==> config.mk <==
export PLATFORM = sky130hd
export DESIGN_NAME = pio_avalon_master
export DESIGN_NICKNAME = d
export VERILOG_FILES = /design/src/rtl/pio_avalon_master.sv
export SDC_FILE = /design/constraint.sdc
export NUM_CORES = 1
export LEC_CHECK = 0
export CORE_MARGIN = 2
export CORE_UTILIZATION = 41
export CTS_BUF_LIST = sky130_fd_sc_hd__clkbuf_8
export CTS_CLUSTER_DIAMETER = 120
export CTS_CLUSTER_SIZE = 12
export DETAILED_ROUTE_END_ITERATION = 12
export MAX_ROUTING_LAYER = met4
export PLACE_DENSITY = 0.81
export RECOVER_POWER = 50
export SYNTH_ARGS = -nofsm -noshare
export SYNTH_HDL_FRONTEND = slang
export SYNTH_SLANG_ARGS = --single-unit
==> constraint.sdc <==
create_clock -name clk -period 2.77 [get_ports clk]
set_clock_uncertainty 0.2 [all_clocks]
set_input_delay 0.4155 -clock clk [delete_from_list [all_inputs] [get_ports clk]]
set_output_delay 0.4155 -clock clk [all_outputs]
set_load 0.01 [all_outputs]
==> src/rtl/pio_avalon_master.sv <==
// Avalon-MM initiator for 8-bit-style PIO slaves: turns single-beat WRITE/SET/CLEAR/READ
// commands into one bus access each, with waitrequest handling, fixed read latency and a stall timeout.
module pio_avalon_master #(
    parameter int unsigned DATA_W       = 8,
    parameter int unsigned READ_LATENCY = 1,
    parameter int unsigned TIMEOUT      = 255
) (
    input  logic              clk,
    input  logic              reset_n,
    input  logic              cmd_valid,
    output logic              cmd_ready,
    input  logic [1:0]        cmd_op,
    input  logic [DATA_W-1:0] cmd_data,
    output logic              rsp_valid,
    output logic [DATA_W-1:0] rsp_data,
    output logic              rsp_err,
    output logic              busy,
    output logic [2:0]        avm_address,
    output logic              avm_chipselect,
    output logic              avm_write_n,
    output logic [31:0]       avm_writedata,
    input  logic [31:0]       avm_readdata,
    input  logic              avm_waitrequest
);

    localparam int unsigned AVM_W   = 32;
    localparam int unsigned ADDR_W  = 3;
    localparam int unsigned LAT_W   = 3;
    localparam int unsigned STALL_W = 8;

    localparam logic [ADDR_W-1:0] ADDR_DATA  = ADDR_W'(0);
    localparam logic [ADDR_W-1:0] ADDR_SET   = ADDR_W'(4);
    localparam logic [ADDR_W-1:0] ADDR_CLEAR = ADDR_W'(5);

    typedef enum logic [2:0] {
        S_IDLE,
        S_WR,
        S_RD_REQ,
        S_RD_WAIT,
        S_RSP
    } state_t;

    state_t              r_state,       w_state_nxt;
    logic [LAT_W-1:0]    r_lat_cnt,     w_lat_cnt_nxt;
    logic [STALL_W-1:0]  r_stall_cnt,   w_stall_cnt_nxt;
    logic                r_cs,          w_cs_nxt;
    logic                r_write_n,     w_write_n_nxt;
    logic [ADDR_W-1:0]   r_address,     w_address_nxt;
    logic [AVM_W-1:0]    r_writedata,   w_writedata_nxt;
    logic                r_rsp_valid,   w_rsp_valid_nxt;
    logic [DATA_W-1:0]   r_rsp_data,    w_rsp_data_nxt;
    logic                r_rsp_err,     w_rsp_err_nxt;
    logic                r_cmd_ready,   w_cmd_ready_nxt;
    logic                r_busy,        w_busy_nxt;

    // Upper readdata bits are not part of the PIO data path.
    generate
        if (DATA_W < AVM_W) begin : g_rd_unused
            logic w_unused_rd;
            assign w_unused_rd = ^avm_readdata[AVM_W-1:DATA_W];
        end
    endgenerate

    always_ff @(posedge clk or negedge reset_n) begin
        if (!reset_n) begin
            r_state     <= S_IDLE;
            r_lat_cnt   <= '0;
            r_stall_cnt <= '0;
            r_cs        <= 1'b0;
            r_write_n   <= 1'b1;
            r_address   <= '0;
            r_writedata <= '0;
            r_rsp_valid <= 1'b0;
            r_rsp_data  <= '0;
            r_rsp_err   <= 1'b0;
            r_cmd_ready <= 1'b1;
            r_busy      <= 1'b0;
        end else begin
            r_state     <= w_state_nxt;
            r_lat_cnt   <= w_lat_cnt_nxt;
            r_stall_cnt <= w_stall_cnt_nxt;
            r_cs        <= w_cs_nxt;
            r_write_n   <= w_write_n_nxt;
            r_address   <= w_address_nxt;
            r_writedata <= w_writedata_nxt;
            r_rsp_valid <= w_rsp_valid_nxt;
            r_rsp_data  <= w_rsp_data_nxt;
            r_rsp_err   <= w_rsp_err_nxt;
            r_cmd_ready <= w_cmd_ready_nxt;
            r_busy      <= w_busy_nxt;
        end
    end

    // Next-state and next-output logic; every bus output is computed one cycle ahead.
    always_comb begin
        w_state_nxt     = r_state;
        w_lat_cnt_nxt   = r_lat_cnt;
        w_stall_cnt_nxt = r_stall_cnt;
        w_cs_nxt        = r_cs;
        w_write_n_nxt   = r_write_n;
        w_address_nxt   = r_address;
        w_writedata_nxt = r_writedata;
        w_rsp_valid_nxt = 1'b0;
        w_rsp_data_nxt  = '0;
        w_rsp_err_nxt   = 1'b0;

        case (r_state)
            S_IDLE: begin
                if (cmd_valid) begin
                    w_cs_nxt        = 1'b1;
                    w_stall_cnt_nxt = '0;
                    w_writedata_nxt = AVM_W'(cmd_data);
                    w_write_n_nxt   = 1'b0;
                    w_state_nxt     = S_WR;
                    case (cmd_op)
                        2'b00:   w_address_nxt = ADDR_DATA;
                        2'b01:   w_address_nxt = ADDR_SET;
                        2'b10:   w_address_nxt = ADDR_CLEAR;
                        default: begin
                            w_address_nxt   = ADDR_DATA;
                            w_write_n_nxt   = 1'b1;
                            w_writedata_nxt = '0;
                            w_state_nxt     = S_RD_REQ;
                        end
                    endcase
                end
            end

            S_WR, S_RD_REQ: begin
                if (!avm_waitrequest) begin
                    w_cs_nxt        = 1'b0;
                    w_write_n_nxt   = 1'b1;
                    w_address_nxt   = '0;
                    w_writedata_nxt = '0;
                    if (r_state == S_WR) begin
                        w_rsp_valid_nxt = 1'b1;
                        w_state_nxt     = S_RSP;
                    end else begin
                        w_lat_cnt_nxt = LAT_W'(READ_LATENCY);
                        w_state_nxt   = S_RD_WAIT;
                    end
                end else if (r_stall_cnt == STALL_W'(TIMEOUT)) begin
                    // Slave has stalled too long: abandon the cycle and report an error.
                    w_cs_nxt        = 1'b0;
                    w_write_n_nxt   = 1'b1;
                    w_address_nxt   = '0;
                    w_writedata_nxt = '0;
                    w_rsp_valid_nxt = 1'b1;
                    w_rsp_err_nxt   = 1'b1;
                    w_state_nxt     = S_RSP;
                end else begin
                    w_stall_cnt_nxt = r_stall_cnt + STALL_W'(1);
                end
            end

            S_RD_WAIT: begin
                if (r_lat_cnt == LAT_W'(1)) begin
                    w_rsp_valid_nxt = 1'b1;
                    w_rsp_data_nxt  = avm_readdata[DATA_W-1:0];
                    w_state_nxt     = S_RSP;
                end else begin
                    w_lat_cnt_nxt = r_lat_cnt - LAT_W'(1);
                end
            end

            S_RSP: begin
                w_state_nxt = S_IDLE;
            end

            default: begin
                w_state_nxt = S_IDLE;
            end
        endcase

        w_cmd_ready_nxt = (w_state_nxt == S_IDLE);
        w_busy_nxt      = (w_state_nxt != S_IDLE);
    end

    assign cmd_ready      = r_cmd_ready;
    assign busy           = r_busy;
    assign rsp_valid      = r_rsp_valid;
    assign rsp_data       = r_rsp_data;
    assign rsp_err        = r_rsp_err;
    assign avm_chipselect = r_cs;
    assign avm_write_n    = r_write_n;
    assign avm_address    = r_address;
    assign avm_writedata  = r_writedata;

endmodule

==> results of run 1 <==
==> metrics by stage <==
stage,total power [mW],util,std cells,hold WS [ns]
after global placement,1.57,0.523,272,0.249
after global routing,2.07,0.540,279,0.281
after detailed placement,1.59,0.523,272,0.255
final,1.93,0.540,279,0.267
after CTS,1.95,0.541,279,0.0499
after floorplan,1.28,-,203,-0.0801
==> power breakdown <==
group          leakage, nW  switching, mW  internal [mW]
Clock               0.0438          0.190          0.169
Combinational        0.579          0.390          0.373
Sequential           0.499          0.107          0.702
==> metal layers <==
layer / GRT usage / up-vias / wire length, um
met3: 0.0458 / 7 / 273
met2: 0.223 / 58 / 1700
li1: - / 666 / -
met1: 0.197 / 640 / 1570
met5: - / - / 0
met4: 0.0587 / 0 / 65
==> flip-flops by register name, indices dropped and copies added, names as in the netlist <==
name	count
avm_write_n	1
avm_address	2
rsp_valid	1
r_state	3
avm_chipselect	1
r_stall_cnt	8
rsp_data	8
rsp_err	1
cmd_ready	1
avm_writedata	8
busy	1
r_lat_cnt	3
==> worst max-delay path by stage <==
stage,endpoint,depth (start not counted),from
floorplan,r_stall_cnt[6],6,r_stall_cnt[0]
global placement,avm_writedata[3],5,avm_waitrequest
detailed placement,busy,6,avm_waitrequest
CTS,avm_address[2],6,r_stall_cnt[0]
global route,r_stall_cnt[6],1,reset_n
finish,busy,6,avm_waitrequest
==> synthesized netlist by cell type, drive strengths merged (3+ instances only) <==
| cell | n | area (um2) |
|---|---|---|
| a21oi | 9 | 48.8 |
| a22o | 9 | 78.8 |
| and2 | 9 | 56.3 |
| and3 | 4 | 25.0 |
| buf | 27 | 200 |
| dfrtp | 36 | 901 |
| ha | 5 | 62.6 |
| inv | 8 | 30.0 |
| nand2 | 15 | 56.3 |
| nand3 | 3 | 15.0 |
| nor2 | 6 | 22.5 |
| o211ai | 3 | 22.5 |
| o21ai | 7 | 38.8 |
| o31ai | 3 | 22.5 |
| or3 | 3 | 18.8 |
==> cell type report <==
class | instances | share of cell area
timing repair buffer | 46 | 0.191
clock inverter | 2 | 0.00423
clock buffer | 5 | 0.0291
tap | 52 | 0.0275
sequential | 38 | 0.403
multi-input combinational | 128 | 0.333
inverter | 8 | 0.0127
==> cell families after synthesis <==
logic type      Yosys count  share of synthesized area
compound gates           40                      0.156
fa+ha+maj                 5                     0.0331
other cells               1                    0.00198
mux                       2                     0.0106
simple gates             54                      0.159
xor+xnor                  2                    0.00927
flops                    38                      0.504
buf+inv                  37                      0.126
==> worst min-delay path: stages (launching register included) <==
cell     delay, ns
dfrtp_1       0.34
nand2_1       0.05
nand2_1       0.05
==> results.json, run 1 <==
{
  "row_count": 24,
  "vias": 1371,
  "cp_top_family": "buffers and inverters",
  "setup_slack_ns": 0.510,
  "track_usage": 0.151,
  "r2r-end": "avm_writedata[0]",
  "period_needed_ns": 2.26,
  "cts_hold_buf": 0,
  "finalCritPeriodShare": 0.816,
  "critPathKind": "in2reg",
  "cts_root_buf": "clkbuf_8",
  "antenna_cells": 0,
  "grt_setup_unrepaired": "false",
  "gp_congestion": 0.798,
  "grt_max_degree": 39,
  "ys_seq_area_frac": 0.504,
  "fillers": 394,
  "syn-instance-count": 179,
  "pin_count": 95,
  "max_stage_delay_ns": 0.63,
  "p_leak_nw": 1.12,
  "path_cells": "dlygate4sd3_1, inv_1, o21ai_0, a21o_1, o221ai_1, or3_1",
  "via_per_inst": 4.91,
  "synth_warnings": 0,
  "violations": "max-capacitance violations, max-slew violations",
  "synth-edff-count": 0,
  "areaGrowthSynthToFinish_pct": 25.3,
  "hold_violations": 0,
  "place_ws_ns": 0.262,
  "initial_core_util": 0.431,
  "placed_cell_area_mm2": 0.00229,
  "cts.reportedPaths.clkPinSlew_ns": 0.08,
  "status": "finished, violations left",
  "regArea_um2": 953,
  "wl_per_cell_um": 12.9,
  "fmax_ghz": 0.443,
  "cts_num_sinks": 38,
  "antenna_left": 0,
  "stdcell_area_mm2": 0.00237,
  "cts_resized": 0,
  "hold_class": "reg2reg",
  "reg2reg_depth": 4,
  "wl_mm": 3.61,
  "dieArea_mm2": 0.00517,
  "insertion_delay_ns": 0.29,
  "cp.arrival_ns": 2.23,
  "yosys_register_bits": 38,
  "synthArstFlopShare": 1.00,
  "ys_types": 43,
  "drc_errors": 0,
  "portBuffers": 45,
  "grt_pass1_wl_mm": 5.92,
  "worstPathRequired_ns": 2.74,
  "r2r_slack_ns": 0.53,
  "ir_drop_v": 0.000222,
  "multi_input_area_um2": 790,
  "end_kind": "flop",
  "layout_common_cells": "clkdlybuf4s50_1, dfrtp_1, conb_1",
  "drt_iter0_drc": 93,
  "setup_violations": 0,
  "place_hpwl_mm": 2.56,
  "r2r_start": "r_state[0]",
  "clk_path_buf_depth": 2,
  "overflow": 0,
  "hp-start": "avm_address[0]",
  "ys.flop_type": "dfrtp_1",
  "fin_nets": 278,
  "dr.pass1.iters": 4,
  "cts_tree": "done",
  "syn_area_mm2": 0.00189,
  "cp_max_fo": 4,
  "grt_pass1_vias": 1241,
  "tightest_slew_ns": 1.99,
  "min_to": "avm_address[0]",
  "worst_setup_path_start_kind": "primary input",
  "htree_levels": 2,
  "final_common_cell": "clkdlybuf4s50_1",
  "core-area_mm2": 0.00438,
  "setup-tns-final_ns": 0,
  "cts_buffers": 5,
  "die_y_um": 71.9,
  "cp_slowest_cell": "dlygate4sd3_1",
  "whs_path_depth": 2,
  "power.density_mw_per_mm2": 815,
  "postCtsSetupRepairBufs": 0,
  "antenna_found_initial": 0,
  "relSlewSlack": -0.328,
  "critPathBufInv": 2,
  "maxCapViolations": 1,
  "die_w_um": 71.9,
  "synth.avg_cell_area_um2": 10.6,
  "drv_slew": 39,
  "final_layout_size_suffix_gt1_frac": 0.0793
}
No activity file was read; power rests on OpenSTA's default activity.
==> run 2, diff against run 1 <==
Settings changed: CORE_UTILIZATION 41 to 37, PLACE_DENSITY 0.81 to 0.77.
Clock period 2.77 ns to 1.84 ns, I/O delays scaled along.
==> run 2 against run 1 <==
The run ends with negative setup slack left. Die area increased by 10%. Core utilization up 1.9 points. Worst hold slack better by 0.0021 ns. Sequential share of layout area down 6.2 points. Combinational power increased by 110%. Count of clock-buffer cells in the layout up 1. Setup slack got worse by 0.63 ns. Non-clock buffer count up 36. Register-to-register slack worse by 0.65 ns. First-iteration DRC count shrank 14%. Clock power rose by 140%. Critical endpoint unchanged. Highest routed layer unchanged.
==> results.json, run 2 (synthesized netlist as in run 1, its figures left out) <==
{
  "cp_top_family": "simple AND/OR/NAND/NOR gates",
  "grt_pass1_wl_mm": 6.74,
  "clk_path_buf_depth": 2,
  "status": "finished, violations left",
  "die_w_um": 75.5,
  "worst_setup_path_start_kind": "flop",
  "grt_setup_unrepaired": "true",
  "drv_slew": 0,
  "cp.arrival_ns": 1.92,
  "maxCapViolations": 0,
  "dieArea_mm2": 0.00570,
  "hp-start": "avm_write_n",
  "critPathBufInv": 1,
  "path_cells": "ha_2, and3_4, a21o_4, buf_6, a31o_1, or3_1",
  "cts_num_sinks": 38,
  "grt_max_degree": 22,
  "pin_count": 95,
  "place_hpwl_mm": 3.10,
  "wl_per_cell_um": 12.5,
  "path_depth": 6,
  "dr_wl_met2_mm": 2.15,
  "wl_mm": 4.19,
  "crit_path_end": "busy",
  "gp_congestion": 0.816,
  "hold_class": "reg2reg",
  "p_clk_frac": 0.237,
  "layout_common_cells": "clkdlybuf4s50_1, dfrtp_1, buf_4",
  "seqPwrFrac": 0.324,
  "fin_nets": 314,
  "reg2reg_depth": 6,
  "drc_errors": 0,
  "violations": "negative setup slack",
  "htree_levels": 2,
  "stdcell_area_mm2": 0.00280,
  "row_count": 26,
  "period_needed_ns": 1.96,
  "final_layout_size_suffix_gt1_frac": 0.261,
  "drt_iter0_drc": 80,
  "tightest_slew_ns": 0.519,
  "track_usage": 0.163,
  "core-area_mm2": 0.00501,
  "ir_drop_v": 0.000645,
  "cts_buffers": 5,
  "hold_violations": 0,
  "initial_core_util": 0.377,
  "overflow": 0,
  "startpoint": "r_stall_cnt[0]",
  "insertion_delay_ns": 0.29,
  "antenna_cells": 0,
  "antenna_left": 0,
  "max_stage_delay_ns": 0.39,
  "dr.pass1.iters": 4,
  "end_kind": "flop",
  "die_y_um": 75.5,
  "final_common_cell": "clkdlybuf4s50_1",
  "via_per_inst": 4.56,
  "cts.reportedPaths.clkPinSlew_ns": 0.08,
  "p_int_mw": 2.53,
  "critPathKind": "reg2reg",
  "fmax_ghz": 0.510,
  "cts_tree": "done",
  "cp_max_fo": 4,
  "r2r_start": "r_stall_cnt[0]",
  "grt_pass1_vias": 1456,
  "portBuffers": 45,
  "worstPathRequired_ns": 1.80,
  "setup_violations": 8,
  "vias": 1523,
  "relSlewSlack": 0.654,
  "antenna_found_initial": 0,
  "finalCritPeriodShare": 1.06,
  "fillers": 444,
  "r2r_slack_ns": -0.12,
  "power.switching_mw": 1.18,
  "cp_slowest_cell": "dfrtp_1",
  "combPwrFrac": 0.439,
  "p_leak_nw": 1.33,
  "areaGrowthSynthToFinish_pct": 48.3,
  "wl_met3_um": 288,
  "placed_cell_area_mm2": 0.00258,
  "power.density_mw_per_mm2": 1320,
  "swShare": 0.318,
  "p_total_mw": 3.71,
  "setup_slack_ns": -0.119,
  "cts_root_buf": "clkbuf_8",
  "topRoutingLayerUsed": "met4",
  "r2r-end": "busy",
  "wl_met1_mm": 1.73
}
[run 2: cell types whose count changed in the layout (fill, tap and decap cells not counted), moves of 3 or more]
cell and delta:
dlygate4sd3_1 -6, a21oi_1 -3, clkdlybuf4s50_1 +4, buf_4 +32
[run 2: what timing repair did]
item / CTS / global route
hold endpoints to repair: 19 / 0
endpoints found under the setup margin: 19 / 21
gates cloned: 0 / 0
pin swaps: 5 / 2
hold buffers: 1 / 0
gates resized for setup: 9 / 8
buffers inserted: 2 / 3
[run 2: through the flow]
| stage | setup TNS (ns) | utilization | instances | setup slack [ns] | hold WS [ns] |
|---|---|---|---|---|---|
| after global placement | -6.68 | 0.516 | 320 | -0.372 | 0.0680 |
| after CTS | -0.262 | 0.553 | 331 | -0.0903 | 0.270 |
| final | -0.230 | 0.560 | 334 | -0.119 | 0.269 |
| after floorplan | -0.0129 | - | 203 | -0.0129 | -0.220 |
| after detailed placement | -7.53 | 0.516 | 320 | -0.411 | 0.0702 |
| after global routing | -2.05 | 0.560 | 334 | -0.154 | 0.283 |
[run 2: power groups by stage]
| stage | Combinational (mW) | Clock (mW) | Sequential (mW) |
|---|---|---|---|
| 6_report | 1.63 | 0.877 | 1.20 |
| 5_1_grt | 1.79 | 0.924 | 1.22 |
| 4_1_cts | 1.55 | 0.884 | 1.21 |
| 3_5_place_dp | 1.52 | 0 | 1.21 |
| 3_3_place_gp | 1.48 | 0 | 1.21 |
| 2_1_floorplan | 0.676 | 0 | 1.27 |
[run 2: worst min-delay path by stage]
stage | end | slack [ns] | depth (start not counted)
after global routing | avm_write_n | 0.28 | 2
after global placement | rsp_data[3] | 0.07 | 1
after floorplan | avm_address[0] | -0.22 | 0
after detailed placement | rsp_data[5] | 0.07 | 1
final | avm_write_n | 0.27 | 2
after CTS | avm_write_n | 0.27 | 2
[run 2: cell type report]
class | instances | area (um2) | area share
multi-input combinational | 128 | 860 | 0.307
inverter | 8 | 30.0 | 0.0107
tap | 70 | 87.6 | 0.0312
timing repair buffer | 82 | 728 | 0.260
clock inverter | 2 | 60.1 | 0.0214
sequential | 38 | 956 | 0.341
clock buffer | 6 | 82.6 | 0.0295
[run 2: routing by layer]
metal  track usage  vias up
met5             -        -
met4        0.0409        0
met2         0.270       56
met3        0.0476        2
met1         0.195      728
li1              -      737
[run 2: tightest hold or removal path: cells and delay by family (launching register included)]
family	cells	cell delay (ns)
DFF	1	0.38
buffers and inverters	1	0.04
AOI/OAI and AO/OA	1	0.05
==> run 3, diff against run 2 <==
Settings changed: SETUP_SLACK_MARGIN from default to 0.15.
==> run 3 against run 2 <==
The run still ends with negative setup slack left. Wire length shrank 2.1%. Cell count shrank 0.30%. Clock power shrank 31%. Fmax grew 5.1%. Critical path depth is the same. Total power shrank 6.9%. Design area shrank 0.71%. Largest cell class unchanged.
==> results.json, run 3 (synthesized netlist as in run 1, its figures left out) <==
{
  "setup_violations": 4,
  "initial_core_util": 0.377,
  "finalCritPeriodShare": 1.01,
  "grt_max_degree": 31,
  "grt_pass1_wl_mm": 6.30,
  "hold_violations": 0,
  "cts_root_buf": "clkbuf_8",
  "stdcell_area_mm2": 0.00278,
  "r2r-end": "r_stall_cnt[5]",
  "hold_class": "in2reg",
  "worstPathRequired_ns": 1.86,
  "die_w_um": 75.5,
  "tightest_slew_ns": 0.536,
  "whs_ns": 0.247,
  "r2r_slack_ns": -0.02,
  "place_hpwl_mm": 3.00,
  "fmax_ghz": 0.536,
  "core-area_mm2": 0.00501,
  "cp_max_fo": 4,
  "power.density_mw_per_mm2": 1240,
  "r2r_start": "r_stall_cnt[1]",
  "hp-start": "avm_waitrequest",
  "wl_per_cell_um": 12.3,
  "track_usage": 0.151,
  "cts_num_sinks": 38,
  "portBuffers": 45,
  "insertion_delay_ns": 0.29,
  "worst_setup_path_start_kind": "flop",
  "antenna_found_initial": 0,
  "maxCapViolations": 0,
  "antenna_cells": 0,
  "vias": 1468,
  "htree_levels": 2,
  "fillers": 467,
  "via_per_inst": 4.41,
  "whs_path_depth": 3,
  "grt_pass1_vias": 1472,
  "antenna_left": 0,
  "setup_slack_ns": -0.0246,
  "cp.arrival_ns": 1.89,
  "die_y_um": 75.5,
  "grt_setup_unrepaired": "true",
  "dr.pass1.iters": 4,
  "relSlewSlack": 0.643,
  "fin_cells": 333,
  "final_layout_size_suffix_gt1_frac": 0.259,
  "period_needed_ns": 1.86,
  "gp_congestion": 0.838,
  "violations": "negative setup slack",
  "layout_common_cells": "dfrtp_1, buf_4, clkdlybuf4s50_1",
  "post-route-util": 0.556,
  "end_kind": "flop",
  "cts_buffers": 5,
  "p_leak_nw": 1.37,
  "cts_tree": "done",
  "drt_iter0_drc": 96,
  "placed_cell_area_mm2": 0.00263,
  "status": "finished, violations left",
  "areaGrowthSynthToFinish_pct": 47.3,
  "ir_drop_v": 0.00103,
  "reg2reg_depth": 6,
  "drc_errors": 0,
  "numPlacedInstances": 322,
  "clk_path_buf_depth": 2,
  "wl_mm": 4.10,
  "fin_nets": 313,
  "overflow": 0,
  "row_count": 26,
  "drv_slew": 0,
  "critPathKind": "reg2reg",
  "min_to": "rsp_err",
  "cts.reportedPaths.clkPinSlew_ns": 0.07,
  "dieArea_mm2": 0.00570,
  "pin_count": 95
}
[run 3: cell types whose count changed in the layout (fill, tap and decap cells not counted), moves of 2 or more]
cell             delta
clkdlybuf4s25_1     +2
clkbuf_2            -2
clkdlybuf4s50_1     -9
bufinv_16           -2
dlymetal6s2s_1      +6
[run 3: stage by stage]
stage	setup slack, ns	total power, mW	setup TNS [ns]
after floorplan	0.0245	2.02	0
after global placement	-0.313	2.78	-3.67
after detailed placement	-0.337	2.81	-3.90
after CTS	-0.0316	3.43	-0.107
after global routing	-0.0958	3.69	-0.955
final	-0.0246	3.45	-0.0840
[run 3: routing by layer]
layer | global-route usage | routed length, um | vias to the layer above
li1 | - | - | 734
met1 | 0.184 | 1800 | 692
met2 | 0.242 | 2090 | 35
met3 | 0.0344 | 145 | 7
met4 | 0.0624 | 62 | 0
met5 | - | 0 | -
[run 3: report_power, final]
part | switching [mW] | total, mW | internal (mW)
registers | 0.139 | 1.20 | 1.06
logic | 0.756 | 1.65 | 0.892
clock network | 0.302 | 0.603 | 0.301
total | 1.20 | 3.45 | 2.26
[run 3: cell type report]
type	instances	area, um2	area share
Clock inverter	2	12.5	0.00449
Clock buffer	6	82.6	0.0297
Sequential cell	38	957	0.344
Timing Repair Buffer	81	732	0.263
Tap cell	70	87.6	0.0315
Multi-Input combinational cell	128	882	0.317
Inverter	8	30.0	0.0108
[run 3: what timing repair did]
item                       4_1_cts  5_1_grt
hold endpoints to repair        37        0
buffers inserted                 2        0
hold buffers                     1        0
setup endpoints to repair       24       36
pin swaps                        8        4
gates resized for setup          4       18
[run 3: worst max-delay path by stage]
stage | start | endpoint | slack [ns] | cells after the start
after floorplan | r_stall_cnt[1] | r_stall_cnt[5] | 0.02 | 6
after global placement | avm_waitrequest | r_stall_cnt[6] | -0.31 | 7
after detailed placement | avm_waitrequest | r_stall_cnt[6] | -0.34 | 7
after CTS | r_state[0] | r_stall_cnt[5] | -0.03 | 5
after global routing | r_stall_cnt[0] | r_stall_cnt[5] | -0.1 | 6
final | r_stall_cnt[1] | r_stall_cnt[5] | -0.02 | 6
[run 3: critical path, cell delays in order, from the launching register on]
cell,delay [ns]
dfrtp_1,0.39
ha_2,0.19
and3_4,0.18
a21oi_4,0.20
o211ai_1,0.17
or3_1,0.33
a21oi_1,0.14
